`src/rtl/uart_rx.sv`:
```
// uart_rx: 8N1 UART receiver. The bit clock is CLK_FREQ / BAUD_RATE system clocks.
// The start bit is confirmed at its centre, and each data bit and the stop bit are
// sampled one bit period apart. A byte is published only if its stop bit reads high.
module uart_rx #(
  parameter int CLK_FREQ  = 100_000_000,
  parameter int BAUD_RATE = 115200
) (
  input  logic       clk,
  input  logic       reset,
  input  logic       rx,
  output logic [7:0] data_out,
  output logic       valid
);

  localparam int CLKS_PER_BIT = CLK_FREQ / BAUD_RATE;
  localparam int HALF_BIT     = CLKS_PER_BIT / 2;
  localparam int CW           = $clog2(CLKS_PER_BIT);

  localparam logic [CW-1:0] BIT_LAST  = CW'(CLKS_PER_BIT - 1);
  localparam logic [CW-1:0] HALF_LAST = CW'(HALF_BIT - 1);
  localparam logic [CW-1:0] CNT_ZERO  = {CW{1'b0}};

  typedef enum logic [1:0] {
    IDLE  = 2'd0,
    START = 2'd1,
    DATA  = 2'd2,
    STOP  = 2'd3
  } state_t;

  // Synchronizer stages. rx_sync_r is the synchronized line (rx_s).
  // rx_prev_r holds the previous rx_s value, for edge detection.
  logic          rx_meta_r;
  logic          rx_sync_r;
  logic          rx_prev_r;
  state_t        state_r,   state_s;
  logic [CW-1:0] cnt_r,     cnt_s;
  logic [2:0]    bit_cnt_r, bit_cnt_s;
  logic [7:0]    shift_r,   shift_s;
  logic [7:0]    data_r,    data_s;
  logic          valid_r,   valid_s;
  logic          start_edge_s;

  assign data_out = data_r;
  assign valid    = valid_r;

  // A start is a high-to-low step of the synchronized line.
  // A line held low therefore never starts a frame again.
  assign start_edge_s = rx_prev_r & ~rx_sync_r;

  // Two-flop synchronizer plus an edge-detect stage. All three reset high,
  // so leaving reset cannot look like a start edge.
  always_ff @(posedge clk or negedge reset) begin
    if (!reset) begin
      rx_meta_r <= 1'b1;
      rx_sync_r <= 1'b1;
      rx_prev_r <= 1'b1;
    end else begin
      rx_meta_r <= rx;
      rx_sync_r <= rx_meta_r;
      rx_prev_r <= rx_sync_r;
    end
  end

  // State register for the FSM, the bit timer and the datapath.
  always_ff @(posedge clk or negedge reset) begin
    if (!reset) begin
      state_r   <= IDLE;
      cnt_r     <= CNT_ZERO;
      bit_cnt_r <= 3'd0;
      shift_r   <= 8'h00;
      data_r    <= 8'h00;
      valid_r   <= 1'b0;
    end else begin
      state_r   <= state_s;
      cnt_r     <= cnt_s;
      bit_cnt_r <= bit_cnt_s;
      shift_r   <= shift_s;
      data_r    <= data_s;
      valid_r   <= valid_s;
    end
  end

  // Next-state and datapath logic. The bit timer restarts from zero
  // on every state change and after every data-bit sample.
  always_comb begin
    state_s   = state_r;
    cnt_s     = cnt_r + {{(CW-1){1'b0}}, 1'b1};
    bit_cnt_s = bit_cnt_r;
    shift_s   = shift_r;
    data_s    = data_r;
    valid_s   = valid_r;
    case (state_r)
      IDLE: begin
        cnt_s = CNT_ZERO;
        if (start_edge_s) begin
          valid_s   = 1'b0;
          bit_cnt_s = 3'd0;
          state_s   = START;
        end else begin
          state_s = IDLE;
        end
      end
      START: begin
        if (cnt_r == HALF_LAST) begin
          cnt_s = CNT_ZERO;
          if (!rx_sync_r) begin
            state_s = DATA;
          end else begin
            state_s = IDLE;
          end
        end else begin
          state_s = START;
        end
      end
      DATA: begin
        if (cnt_r == BIT_LAST) begin
          cnt_s     = CNT_ZERO;
          shift_s   = {rx_sync_r, shift_r[7:1]};
          bit_cnt_s = bit_cnt_r + 3'd1;
          if (bit_cnt_r == 3'd7) begin
            state_s = STOP;
          end else begin
            state_s = DATA;
          end
        end else begin
          state_s = DATA;
        end
      end
      STOP: begin
        if (cnt_r == BIT_LAST) begin
          cnt_s   = CNT_ZERO;
          state_s = IDLE;
          if (rx_sync_r) begin
            data_s  = shift_r;
            valid_s = 1'b1;
          end else begin
            data_s  = data_r;
            valid_s = 1'b0;
          end
        end else begin
          state_s = STOP;
        end
      end
      default: begin
        state_s = IDLE;
        cnt_s   = CNT_ZERO;
      end
    endcase
  end

endmodule

```
`config.mk`:
```
export PLATFORM = sky130hd
export DESIGN_NAME = uart_rx
export DESIGN_NICKNAME = d
export VERILOG_FILES = /design/src/rtl/uart_rx.sv
export SDC_FILE = /design/constraint.sdc
export NUM_CORES = 1
export LEC_CHECK = 0
export ABC_AREA = 1
export CORE_MARGIN = 10
export CORE_UTILIZATION = 40
export DETAILED_ROUTE_END_ITERATION = 12
export HOLD_SLACK_MARGIN = 0.02
export SLEW_MARGIN = 30
export SYNTH_ARGS = -nofsm -noshare
export SYNTH_HDL_FRONTEND = slang
export SYNTH_SLANG_ARGS = --single-unit
```
`constraint.sdc`:
```
create_clock -name clk -period 2.1 [get_ports clk]
set_clock_uncertainty 0.1 [all_clocks]
set_input_delay 0.42 -clock clk [delete_from_list [all_inputs] [get_ports clk]]
set_output_delay 0.42 -clock clk [all_outputs]
set_load 0.05 [all_outputs]
```
==> Word-level counts from Yosys, hierarchy flattened <==
Index checks and enable logic that the tools add are counted.
{ "word_totals": {"inputBits": 3, "memories": 0, "latch_bits": 0, "ram_bits": 0, "register_bits": 35, "mem_bits_ro": 0, "word_cells": 47} }
{ "op_classes": {"eq_ne": 9, "addsub": 2, "muxes": 17, "n_mul": 0, "n_div": 0, "shifts": 0, "n_reduce_logical": 8, "magnitude_cmp": 0, "bitwise": 2} }
{ "ops": {"columns": ["cell", "count"], "rows": [
  ["10-bit case mux with 3 select lines", 1],
  ["10-bit two-way mux", 2],
  ["10-bit by 1-bit adder with 10-bit output, second input constant", 1],
  ["10-bit == test, second input constant", 1],
  ["10-bit by 9-bit == test with 1-bit output, second input constant", 1],
  ["3-bit AND reduction", 3],
  ["2-bit two-way mux", 4],
  ["2-bit case mux with 4 select lines", 1],
  ["3-bit two-way mux", 2],
  ["2-bit inequality test, second input constant", 3],
  ["3-bit case mux with 2 select lines", 1],
  ["1-bit two-way mux", 5],
  ["2-bit == test, second input constant", 2],
  ["2-bit nonzero test", 2],
  ["3-bit by 1-bit adder with 3-bit output, second input constant", 1],
  ["3-bit == test, second input constant", 1],
  ["2-bit by 1-bit == test with 1-bit output, second input constant", 1],
  ["2-bit zero test", 1],
  ["1-bit case mux with 2 select lines", 1],
  ["2-bit AND reduction", 1],
  ["2-bit OR reduction", 1],
  ["1-bit bitwise AND", 1],
  ["1-bit inverter", 1]
]} }

==> Longest topological paths before layout <==
{ "depth": {"ltp_word": 4, "mapped_depth": 9} }

==> Least setup slack after synthesis <==
OpenSTA, ideal clock, no wires.
{ "synth_path": {"path_kind": "register to register", "start": "register cnt_r[0]", "end": "register shift_r[5]", "t_arrival_ps": 1253, "period_less_slack_ps": 1470, "setup_ps": 117, "setup_slack_ps": 630, "path_stages_with_launch": 10, "path_cell_list": "dfrtp_1 -> ha_1 -> inv_1 -> nor2_2 -> nand2_2 -> nor2_4 -> nand2_2 -> buf_6 -> nand2_1 -> o21ai_2"} }
{ "synth_between": {"elab_chain_cells": 2} }
{ "synth_lines": {"columns": ["element", "line", "rtl"], "rows": [
  ["start: declaration", "36", "logic [CW-1:0] cnt_r, cnt_s;"],
  ["start signal: assignment", "75", "cnt_r <= cnt_s;"],
  ["10-bit == test", "116", "if (cnt_r == BIT_LAST) begin"],
  ["2-bit AND reduction (no source line)", null, null],
  ["end signal: assignment", "77", "shift_r <= shift_s;"],
  ["end: declaration", "38", "logic [7:0] shift_r, shift_s;"]
]} }
Every way passes these cells.
A chain may end at the register's enable or synchronous reset.

==> Worst setup path after layout <==
{ "layout_path": {"start": "register data_r[6], in the netlist data_out[6]", "end": "output port data_out[6]"} }
{ "layout_lines": {"columns": ["element", "line", "rtl"], "rows": [
  ["start: declaration", "39", "logic [7:0] data_r, data_s;"],
  ["start signal: assignment", "78", "data_r <= data_s;"],
  ["end: declaration", "11", "output logic [7:0] data_out,"]
]} }
No word-level cell between the ends.

==> results.toml <==
[outcome]
status = "finished clean"

[die]
die_area_um2 = 7312
floorplan.initialDensity = 0.4201
ios = 12
die_x_um = 85.51
coreArea_um2 = 4086
die_y_um = 85.51
num_rows = 23

[critical_path]
crit_arrival_ps = 1440
reg2reg_depth = 8
r2r_slack_ps = 340
worstPathRequired_ps = 1580
path_delay_family = "buffers and inverters"
worstSetupPathType = "reg -> out"
critPathSlowestCell = "clkdlybuf4s50_1"
crit_path_max_incr_delay_ps = 800
cp.depth = 1
worstSetupEndpointType = "output pin"
crit_chain = "clkdlybuf4s50_1"
r2r-end = "bit_cnt_r[2]$_DFFE_PN0P_"
crit_path_start_kind = "flip-flop"
r2r-start = "cnt_r[0]$_DFF_PN0_"
path_buf_inv = 1
worstPathMaxFanout = 2

[synth]
syn_nets = 209
synthArstFlopShare = 1.000
syn_inst = 202
synth_top_flop_cell = "dfrtp_1"
ys_seq_elements = 35
synth_edf_count = 0
syn_area_um2 = 1717
syn_area_per_cell_um2 = 8.498
synth_cell_types = 25
ys_warn_count = 0
yosysSeqAreaShare = 0.5124

[clock_tree]
cts_made_buffers = 5
cts_resized = 0
cts_tree = "yes"
ctsHoldBuffers = 0
numClockSinks = 35
htree_levels = 2
clk_latency_ps = 290
clkTransAtPathRegs_ps = 70
cts_root_buf = "clkbuf_8"
cts.path.max_buffers = 2
cts_setup_buffers = 0

[route]
drc = 0
postRouteAntennaNets = 0
via_per_inst = 4.741
drt_wl_total_mm = 3.191
drt_iter0_drc = 57
dr.pass1.iters = 4
vias = 1261
wl_per_cell_um = 12.00

[placement]
pre_cts_ws_ps = 348.9
place.gp.congestion = 0.8068
dp_hpwl_mm = 2.345
dpl_cell_area_um2 = 1849
port_buffers = 11
dpl.cell_count = 258

[final_layout]
mostFrequentLayoutCell = "nand2_1"
drive_gt1_frac = 0.1343
final_cells = 266
layout_common_cells = "64 x nand2_1, 32 x dfrtp_1, 23 x nor2_1, 16 x inv_1, 15 x nand4_1"
syn2layout_area_growth_pct = 13.27
final_core_util = 0.4758
antenna_cells = 0
stdcell_area_um2 = 1944
finalNetCount = 222

[flow_run]
drv_cap = 0

[sta]
min_period_ps = 1963
tns_ps = 0
whs_ps = 256.5
setup_violations = 0
worst_slew_pin_slew_ps = 499.5
fmax_ghz = 0.5094
rsz0062_at_grt = "false"
period_share = 0.9348
hold_viol = 0
relSlewSlack = 0.6659
slew_violations = 0
setup_ws_ps = 136.9

[worst_hold_path]
min_to = "rx_sync_r$_DFF_PN1_"
hold_depth = 0
min_path_type = "reg -> reg"
worst_hold_startpoint = "rx_meta_r$_DFF_PN1_"

[power_and_ir_drop]
finalPower_mw = 1.525
p_per_area_nw_per_um2 = 784.2
p_seq_frac = 0.515
p_sw_frac = 0.2979
clockPowerShare = 0.331
combPwrFrac = 0.154
ir_drop_v = 0.0004694
p_int_mw = 1.070
p_sw_uw = 454.3
p_leak_nw = 0.9719

[grt]
grt_pass1_vias = 1223
grt_pass1_wl_mm = 5.830
overflow = 0
antenna_found_initial = 0
track_usage = 0.09772
grt_max_degree = 36
==> cell families (layout without fill, tap and decap cells) <==
group	count (synthesis)	count (layout)	share of synthesized area
compound gates	12	12	0.04300
fa+ha+maj	4	4	0.02916
simple gates	124	124	0.3389
xor+xnor	1	1	0.005103
flops	35	35	0.5124
buf+inv	26	40	0.07142
==> state kept, by name, indices dropped and copies added (netlist names) <==
signal / cells
rx_meta_r: 1
cnt_r: 10
rx_sync_r: 1
data_out: 8
rx_prev_r: 1
state_r: 2
valid: 1
bit_cnt_r: 3
shift_r: 8
==> Yosys cell counts, types with 2 or more instances <==
cell | instances | area (µm²)
nand4_1 | 15 | 93.84
buf_6 | 3 | 33.78
dfrtp_1 | 32 | 800.8
o21ai_2 | 3 | 26.28
nand3_1 | 10 | 50.05
buf_2 | 2 | 10.01
nand2_2 | 3 | 18.77
nor2_2 | 3 | 18.77
o21ai_0 | 6 | 30.03
dfstp_2 | 3 | 78.83
inv_1 | 16 | 60.06
inv_2 | 4 | 15.01
ha_1 | 4 | 50.05
nand2_1 | 64 | 240.2
nor2_1 | 23 | 86.33
nor2_4 | 2 | 22.52
==> worst max-delay path by stage <==
stage | start | to | slack, ps
6_report | data_out[6]$_DFFE_PN0P_ | data_out[6] | 140
5_1_grt | valid$_DFFE_PN0P_ | valid | 70
4_1_cts | data_out[2]$_DFFE_PN0P_ | data_out[2] | 110
3_5_place_dp | cnt_r[0]$_DFF_PN0_ | bit_cnt_r[2]$_DFFE_PN0P_ | 350
3_3_place_gp | cnt_r[0]$_DFF_PN0_ | bit_cnt_r[0]$_DFFE_PN0P_ | 400
2_1_floorplan | cnt_r[0]$_DFF_PN0_ | shift_r[5]$_DFFE_PN0P_ | 630
==> final cells by class <==
cell class	instances	area, µm²
clock buffer	7	86.33
fill	420	2142
clock inverter	1	8.758
timing repair buffer	12	117.6
sequential	35	879.6
multi-input combinational	141	714.4
tap	50	62.56
inverter	20	75.07
==> power by group through the flow <==
stage	clock network, mW	registers, mW	logic (mW)
detailed placement	0	0.798	0.237
finish	0.505	0.786	0.234
global placement	0	0.798	0.234
global route	0.566	0.799	0.274
CTS	0.524	0.786	0.238
floorplan	0	0.778	0.198
==> per-layer routing <==
layer,vias to the layer above,track usage,routed length (µm),part of all wire
met1,563,0.1340,1709,0.54
met3,6,0.03690,163,0.051
met5,-,0,0,0
li1,672,-,-,-
met2,20,0.1308,1256,0.39
met4,0,0.04491,60,0.019
==> worst register-to-register path: stages (launching register included) <==
cell	delay, ps
dfrtp_1	390
ha_1	180
inv_1	80
nor2_2	130
nand2_2	110
nor2_4	270
nand2_2	220
nand3_1	120
nand2_1	60
Note: power is estimated with default switching activity, not from simulation.
